**config.mk**
```make
export PLATFORM = sky130hd
export DESIGN_NAME = serial_subtractor
export DESIGN_NICKNAME = d
export VERILOG_FILES = /design/src/rtl/serial_sub_pkg.sv /design/src/rtl/full_subtractor.sv /design/src/rtl/serial_subtractor.sv
export SDC_FILE = /design/constraint.sdc
export NUM_CORES = 1
export LEC_CHECK = 0
export CORE_AREA = 2 2 60 62
export CTS_BUF_LIST = sky130_fd_sc_hd__clkbuf_8
export DETAILED_ROUTE_END_ITERATION = 10
export DIE_AREA = 0 0 62 64
export PLACE_DENSITY = 0.88
export SYNTH_ARGS = -nofsm -noshare
export SYNTH_HDL_FRONTEND = slang
export SYNTH_SLANG_ARGS = --single-unit
```
**constraint.sdc**
```tcl
create_clock -name clk -period 2.3 [get_ports clk]
set_clock_uncertainty 0.15 [all_clocks]
set_input_delay 0.575 -clock clk [delete_from_list [all_inputs] [get_ports clk]]
set_output_delay 0.575 -clock clk [all_outputs]
set_load 0.1 [all_outputs]
```
**src/rtl/serial_sub_pkg.sv**
```systemverilog
// Shared definitions for the bit-serial subtractor: FSM state encoding and default width.
package serial_sub_pkg;

    localparam int unsigned SUB_DEFAULT_WIDTH = 8;

    typedef enum logic [1:0] {
        S_IDLE = 2'd0,
        S_RUN  = 2'd1,
        S_DONE = 2'd2
    } sub_state_e;

endpackage

```
**src/rtl/full_subtractor.sv**
```systemverilog
// Single-bit full subtractor: d = x - y - bin, with borrow-out.
module full_subtractor (
    input  logic x,
    input  logic y,
    input  logic bin,
    output logic d,
    output logic bout
);

    always_comb begin
        d    = x ^ y ^ bin;
        bout = (~x & y) | (~(x ^ y) & bin);
    end

endmodule

```
**src/rtl/serial_subtractor.sv**
```systemverilog
// Bit-serial WIDTH-bit subtractor (DIFF = A - B, LSB first) with start/busy/done handshake.
// Define SERIAL_SUB_OVF_EN to add the registered signed-overflow output OVF.
module serial_subtractor
    import serial_sub_pkg::*;
#(
    parameter int unsigned WIDTH = SUB_DEFAULT_WIDTH
) (
    input  logic             clk,
    input  logic             rst,
    input  logic             start,
    input  logic [WIDTH-1:0] A,
    input  logic [WIDTH-1:0] B,
    output logic             busy,
    output logic             done,
    output logic [WIDTH-1:0] DIFF,
`ifdef SERIAL_SUB_OVF_EN
    output logic             OVF,
`endif
    output logic             BOUT
);

    localparam int unsigned CNT_W = $clog2(WIDTH) + 1;
    localparam logic [CNT_W-1:0] LAST_CNT = CNT_W'(WIDTH - 1);

    sub_state_e       state_q, state_d;
    logic [WIDTH-1:0] a_sh_q, a_sh_d;
    logic [WIDTH-1:0] b_sh_q, b_sh_d;
    logic [WIDTH-1:0] r_sh_q, r_sh_d;
    logic             borrow_q, borrow_d;
    logic [CNT_W-1:0] cnt_q, cnt_d;
    logic [WIDTH-1:0] diff_q, diff_d;
    logic             bout_q, bout_d;
`ifdef SERIAL_SUB_OVF_EN
    logic             a_msb_q, a_msb_d;
    logic             b_msb_q, b_msb_d;
    logic             ovf_q, ovf_d;
`endif

    logic             bit_d;
    logic             bit_bn;
    logic [WIDTH-1:0] r_next;

    full_subtractor u_fs (
        .x   (a_sh_q[0]),
        .y   (b_sh_q[0]),
        .bin (borrow_q),
        .d   (bit_d),
        .bout(bit_bn)
    );

    // Result bit enters at the MSB; after WIDTH shifts bit 0 of the result sits at the LSB.
    assign r_next = WIDTH'({bit_d, r_sh_q} >> 1);

    always_comb begin
        state_d  = state_q;
        a_sh_d   = a_sh_q;
        b_sh_d   = b_sh_q;
        r_sh_d   = r_sh_q;
        borrow_d = borrow_q;
        cnt_d    = cnt_q;
        diff_d   = diff_q;
        bout_d   = bout_q;
`ifdef SERIAL_SUB_OVF_EN
        a_msb_d  = a_msb_q;
        b_msb_d  = b_msb_q;
        ovf_d    = ovf_q;
`endif
        case (state_q)
            S_IDLE: begin
                if (start) begin
                    a_sh_d   = A;
                    b_sh_d   = B;
                    r_sh_d   = '0;
                    borrow_d = 1'b0;
                    cnt_d    = '0;
`ifdef SERIAL_SUB_OVF_EN
                    a_msb_d  = A[WIDTH-1];
                    b_msb_d  = B[WIDTH-1];
`endif
                    state_d  = S_RUN;
                end
            end
            S_RUN: begin
                a_sh_d   = a_sh_q >> 1;
                b_sh_d   = b_sh_q >> 1;
                r_sh_d   = r_next;
                borrow_d = bit_bn;
                cnt_d    = cnt_q + CNT_W'(1);
                if (cnt_q == LAST_CNT) begin
                    diff_d  = r_next;
                    bout_d  = bit_bn;
`ifdef SERIAL_SUB_OVF_EN
                    ovf_d   = (a_msb_q ^ b_msb_q) & (bit_d ^ a_msb_q);
`endif
                    state_d = S_DONE;
                end
            end
            S_DONE: state_d = S_IDLE;
            default: state_d = S_IDLE;
        endcase
    end

    always_ff @(posedge clk or posedge rst) begin
        if (rst) begin
            state_q  <= S_IDLE;
            a_sh_q   <= '0;
            b_sh_q   <= '0;
            r_sh_q   <= '0;
            borrow_q <= 1'b0;
            cnt_q    <= '0;
            diff_q   <= '0;
            bout_q   <= 1'b0;
`ifdef SERIAL_SUB_OVF_EN
            a_msb_q  <= 1'b0;
            b_msb_q  <= 1'b0;
            ovf_q    <= 1'b0;
`endif
        end else begin
            state_q  <= state_d;
            a_sh_q   <= a_sh_d;
            b_sh_q   <= b_sh_d;
            r_sh_q   <= r_sh_d;
            borrow_q <= borrow_d;
            cnt_q    <= cnt_d;
            diff_q   <= diff_d;
            bout_q   <= bout_d;
`ifdef SERIAL_SUB_OVF_EN
            a_msb_q  <= a_msb_d;
            b_msb_q  <= b_msb_d;
            ovf_q    <= ovf_d;
`endif
        end
    end

    assign busy = (state_q == S_RUN);
    assign done = (state_q == S_DONE);
    assign DIFF = diff_q;
    assign BOUT = bout_q;
`ifdef SERIAL_SUB_OVF_EN
    assign OVF  = ovf_q;
`endif

endmodule

```
==> qor.txt, run 1 <==
Hold WS - 0.338 ns
Crit-path max cell delay - 0.48 ns
Final wirelength - 3270 µm
Fin. Hold Viols - 0
Max Root-Sink Buffers - 2
Crit Path Class - reg2out
Setup Viol. Count Final - 0
CTS sink count - 39
Worst Setup Slack, final - 0.246 ns
Crit-path max FO - 9
Clk slew on worst S/H paths - 0.07 ns
Routability Congestion - 0.732
IR drop worst, VDD - 0.000584 V
Fill count - 271
IO Port Bufs - 29
Antenna Cells - 0
Final Power - 3.27 mW
CTS tree - built
Congestion Overflow GR - 0
Post-CTS setup buffer count - 0
H-tree level count - 2
Min Tclk post-route - 2.05 ns
Ys async rst share - 100%
CP startpoint - state_q[0]
Post-DR vias/cell - 5.35
DIE WIDTH - 62 µm
Number of buffers created by CTS - 5
Detailed Place HPWL - 2280 µm
Fin area - 0.00223 mm²
IO Pins - 30
P per Cell Area - 1470 mW/mm²
MaxCap Viol Count - 0
PostCTS Resize Cnt - 0
DRT iter0 DRCs - 32
Clock latency on the worst-skew pair - 0.29 ns
Layout net count - 209
Hold path startpoint - a_sh_q[1]
R2R cell count - 4
Largest net degree at the start of global routing - 40
CORE AREA - 0.00328 mm²
DRT Pass-1 Iters - 4
Max Fclk - 487 MHz
Hold Path Class - reg2reg
Slew margin rel. - 65.1%
Syn. warnings - 0
Root buf cell - clkbuf_8
Post-synth top flop - dfrtp_1
Initial Util - 52.1%
P&R area growth vs syn - 30.0%
Cell Rows - 21
Cell taking the most area after synthesis - dfrtp_1
Leakage - 1.04 nW
Syn Area/Cell - 11.1 µm²
Yosys top cell area share - 57.0%
Share of layout cells above drive strength 1 - 20.1%
#FFs+latches synth - 39
DRC - 0
Post-synthesis sequential area ratio - 57.0%
DP Area - 0.00209 mm²
Tot GR Track Use - 19.4%
Die area - 0.00397 mm²
Vert. Die Dim - 64 µm
Post-synth net total - 175
Vias in the first global route - 1276
Vias post-DR - 1257
Hold_buf cts - 0
Crit-path leading delay family - flip-flops
Post-synthesis cell type count - 23
Run status - completed
CP cell instances - buf_4 > nor2b_2 > buf_12
Critical Path RT - 1.57 ns
Hold depth - 2
EDFF count, synth - 0
Slowest CP cell - dfrtp_1
Post-Syn Area - 0.00171 mm²
Bufs and invs on worst path - 2
Gate Count Post-Synth - 154
ANT nets after route - 0
Flop-to-flop setup slack - 0.48 ns
Hold endpoint - a_sh_q[1]
Fin. max-slew vios - 0
WL/cell - 13.9 µm
Data arrival, critical path - 1.33 ns
Worst-margin pin slew - 0.521 ns
Top post-synthesis cells by count - 39 x dfrtp_1, 17 x a21oi_1, 16 x nand2_1, 16 x o21ai_0, 12 x and3b_1
Ranking of synthesized cells by area - dfrtp_1 57%, and3b_1 6.1%, mux2_2 5.9%
FF-to-FF Start - cnt_q[0]
Antenna violations before repair - 0
CP endpoint kind - primary output
Setup WS pre-CTS - 0.279 ns
Setup TNS - 0 ns
First-pass GRT wire length - 5660 µm
RSZ-0062 raised after global routing - false
RR Endpoint - DIFF[3]
Tcrit/Tclk final - 89.3%
CP startpoint kind - flip-flop
Top-count cell post-synth - dfrtp_1
[worst min-delay path, delay by kind of cell (launching register included)]
| family | cells | cell delay [ns] |
|---|---|---|
| flip-flops | 1 | 0.35 |
| AND/OR/NAND/NOR | 1 | 0.05 |
| AO/OA/AOI/OAI | 1 | 0.06 |
[cells in the final DEF (no fill, tap or decap)]
cell / instances
a21oi_1: 17
a22o_1: 9
a22oi_1: 2
a31oi_1: 1
a41oi_1: 1
and3b_1: 12
buf_12: 3
buf_4: 15
bufinv_16: 2
clkbuf_8: 5
clkdlybuf4s50_1: 18
clkinvlp_4: 1
dfrtp_1: 39
fa_1: 1
ha_1: 1
inv_1: 6
mux2_2: 9
mux2i_1: 1
nand2_1: 16
nand2b_2: 1
nand3_1: 1
nor2_1: 2
nor2b_1: 5
nor2b_2: 1
nor3_4: 1
o21ai_0: 16
o21bai_1: 1
o22ai_1: 2
[cells by family after synthesis]
kind of cell	share of synthesized area (%)
compound gates	17.2
fa+ha+maj	1.90
buf+inv	3.36
simple gates	14.0
flops	57.0
mux	6.51
[worst max-delay path by stage]
stage / end / slack, ns / cells after the start
final: done / 0.25 / 3
after global routing: done / 0.17 / 3
after CTS: done / 0.23 / 3
after detailed placement: a_sh_q[7] / 0.28 / 5
after global placement: a_sh_q[5] / 0.36 / 5
after floorplan: done / -0.002 / 3
[where the power goes]
group	total, mW	switching (mW)	internal, mW
clock network	0.676	0.244	0.432
registers	1.13	0.184	0.949
logic	1.46	0.963	0.501
total	3.27	1.39	1.88
[flip-flops by register name, summed over array words and instances (netlist names)]
register  count
BOUT          1
b_sh_q        8
cnt_q         4
r_sh_q        7
borrow_q      1
DIFF          8
state_q       2
a_sh_q        8
[stage by stage]
stage / instances / utilization (%)
after floorplan: 154 / -
after global placement: 227 / 63.6
after detailed placement: 227 / 63.6
after CTS: 235 / 67.8
after global routing: 235 / 67.8
final: 235 / 67.8
[area by class of cell]
type	instances	area, µm²	share of cell area (%)
Clock buffer	5	68.8	3.09
Multi-Input combinational cell	100	681	30.6
Sequential cell	39	976	43.8
Clock inverter	3	67.6	3.04
Timing Repair Buffer	36	353	15.9
Inverter	6	22.5	1.01
Tap cell	46	57.6	2.59
[per-layer routing]
metal,vias up,share of wire [%],GRT usage [%],routed length [µm]
met5,-,0,0,0
met4,0,0.89,4.79,29
met3,2,6.8,7.09,224
met2,40,51,32.0,1680
met1,603,41,23.6,1340
li1,612,-,-,-
Note: power is estimated with default switching activity, not from simulation.
==> inputs of run 2 (changes only) <==
ABC_AREA = 1   (was unset)
CORE_AREA = 5 5 62 64   (was 2 2 60 62)
DIE_AREA = 0 0 67 69   (was 0 0 62 64)
PLACE_DENSITY = 0.89   (was 0.88)
==> run 2 against run 1 <==
Setup slack improved by 0.23 ns. Register-to-register slack improved by 0.23 ns. Hold slack got worse by 0.017 ns. Critical path type unchanged. Clock power fell by 28%. Global-route usage fell by 3.3 points. Routed wire length rose by 3.6%. Sequential power rose by 4%. Sequential share of layout area rose by 2.6 points. Non-clock buffer count fell by 3. Combinational power rose by 11%. Clock-buffer cell count rose by 2. Synthesized cell count rose by 22%.
==> qor.txt, run 2 <==
Run status - completed
DRT Pass-1 Iters - 4
Post-synth top flop - dfrtp_1
PostCTS Resize Cnt - 0
Yosys top cell area share - 58.1%
DIE WIDTH - 67 µm
CP endpoint kind - primary output
Layout net count - 241
Worst-margin pin slew - 0.474 ns
Syn. warnings - 0
IO Port Bufs - 29
CTS sink count - 39
Vert. Die Dim - 69 µm
Cell Rows - 21
First-pass GRT wire length - 5780 µm
Final wirelength - 3390 µm
Most frequent cells in the layout - 69 x nand2_1, 39 x dfrtp_1, 38 x nand3_1, 18 x clkdlybuf4s50_1, 13 x buf_4
Number of buffers created by CTS - 5
Post-synth net total - 209
DRC - 0
Fin. max-slew vios - 0
DRT iter0 DRCs - 90
Vias post-DR - 1366
Post-CTS setup buffer count - 0
Largest family of logic cells by synthesized area - simple AND/OR/NAND/NOR gates
CORE AREA - 0.00323 mm²
WL/cell - 12.7 µm
RSZ-0062 raised after global routing - false
Min Tclk post-route - 1.82 ns
CTS tree - built
Cell taking the most area after synthesis - dfrtp_1
Clock latency on the worst-skew pair - 0.28 ns
Max Root-Sink Buffers - 2
Root buf cell - clkbuf_8
IR drop worst, VDD - 0.00116 V
Synth Area in Compound Gates - 3.73%
ANT nets after route - 0
P&R area growth vs syn - 25.0%
Crit Path Class - reg2out
Gate Count Post-Synth - 188
Post-synthesis cell type count - 19
Synth Area in Simple Gates - 30.1%
Slew margin rel. - 68.4%
Synth Area in XOR/XNOR - 0%
Share of layout cells above drive strength 1 - 13.1%
Ys async rst share - 100%
Clk slew on worst S/H paths - 0.07 ns
P per Cell Area - 1560 mW/mm²
Vias in the first global route - 1266
Hold_buf cts - 0
Initial Util - 52.0%
Post-Syn Area - 0.00168 mm²
Fin. Hold Viols - 0
Crit-path max FO - 3
Post-synthesis mux area share - 0%
Leakage - 1.04 nW
Antenna Cells - 0
Hold Path Class - reg2reg
Max Fclk - 549 MHz
Top-count cell post-synth - nand2_1
Most common cell after layout, fill and taps aside - nand2_1
Tcrit/Tclk final - 79.1%
Tot GR Track Use - 16.1%
Antenna violations before repair - 0
Critical Path RT - 1.57 ns
Ranking of synthesized cells by area - dfrtp_1 58%, nand2_1 15%, nand3_1 11%
EDFF count, synth - 0
#FFs+latches synth - 39
CP startpoint kind - flip-flop
MaxCap Viol Count - 0
Setup WS pre-CTS - 0.325 ns
H-tree level count - 2
Post-synthesis sequential area ratio - 58.1%
Die area - 0.00462 mm²
Syn Area/Cell - 8.93 µm²
Top post-synthesis cells by count - 69 x nand2_1, 39 x dfrtp_1, 38 x nand3_1
Setup Viol. Count Final - 0
Congestion Overflow GR - 0
Routability Congestion - 0.758
Setup TNS - 0 ns
Detailed Place HPWL - 2270 µm
Post-synthesis adder-cell area fraction - 1.94%
Worst Setup Slack, final - 0.480 ns
IO Pins - 30
Data arrival, critical path - 1.10 ns
Post-DR vias/cell - 5.12
Largest net degree at the start of global routing - 40
==> run 2: metrics by stage <==
step           hold slack, ns  util (%)  std cells  area, µm²  power [mW]
2_1_floorplan           0.292         -        188       1680        2.46
3_3_place_gp            0.299      61.9        259       2000        2.76
3_5_place_dp            0.307      61.9        259       2000        2.81
4_1_cts                 0.325      65.0        267       2100        3.30
5_1_grt                 0.345      65.0        267       2100        3.49
6_report                0.320      65.0        267       2100        3.28
==> run 2: critical path, cell delays in order, from the launching register on <==
cell and delay, ns:
dfrtp_1 0.44, nor2_2 0.18, buf_12 0.19
==> run 2: per-layer routing <==
metal | GRT usage [%] | wire length [µm] | vias up
li1 | - | - | 669
met1 | 21.1 | 1510 | 649
met2 | 25.1 | 1660 | 42
met3 | 4.06 | 182 | 6
met4 | 6.76 | 37 | 0
met5 | 0 | 0 | -
==> run 2: path summary, 6_finish.rpt <==
check                            from        end  slack [ns]  cells after the start
min in group asynchronous         rst       BOUT        0.58                      3
max in group asynchronous         rst  r_sh_q[4]        1.09                      3
setup / recovery           state_q[0]       done        0.48                      2
setup reg to reg           state_q[1]    DIFF[7]        0.71                      7
hold / removal              r_sh_q[5]    DIFF[4]        0.32                      2
hold reg to reg             r_sh_q[5]    DIFF[4]        0.32                      2
==> run 2: final cells by class <==
cell class | instances | area, µm²
Multi-Input combinational cell | 129 | 603
Sequential cell | 39 | 976
Tap cell | 46 | 57.6
Timing Repair Buffer | 33 | 318
Clock buffer | 7 | 96.3
Inverter | 12 | 45.0
Clock inverter | 1 | 3.75
Fill cell | 294 | 1130
==> run 2: kinds of logic after synthesis <==
family,count (synthesis)
and+or+nand+nor,116
DFF,39
buffers and inverters,20
AOI/OAI and AO/OA,11
adders and majority gates,2
==> run 2: report_power, final <==
part	internal (mW)	total [mW]	switching, mW
Clock	0.269	0.489	0.220
Sequential	0.988	1.18	0.190
Combinational	0.441	1.62	1.17
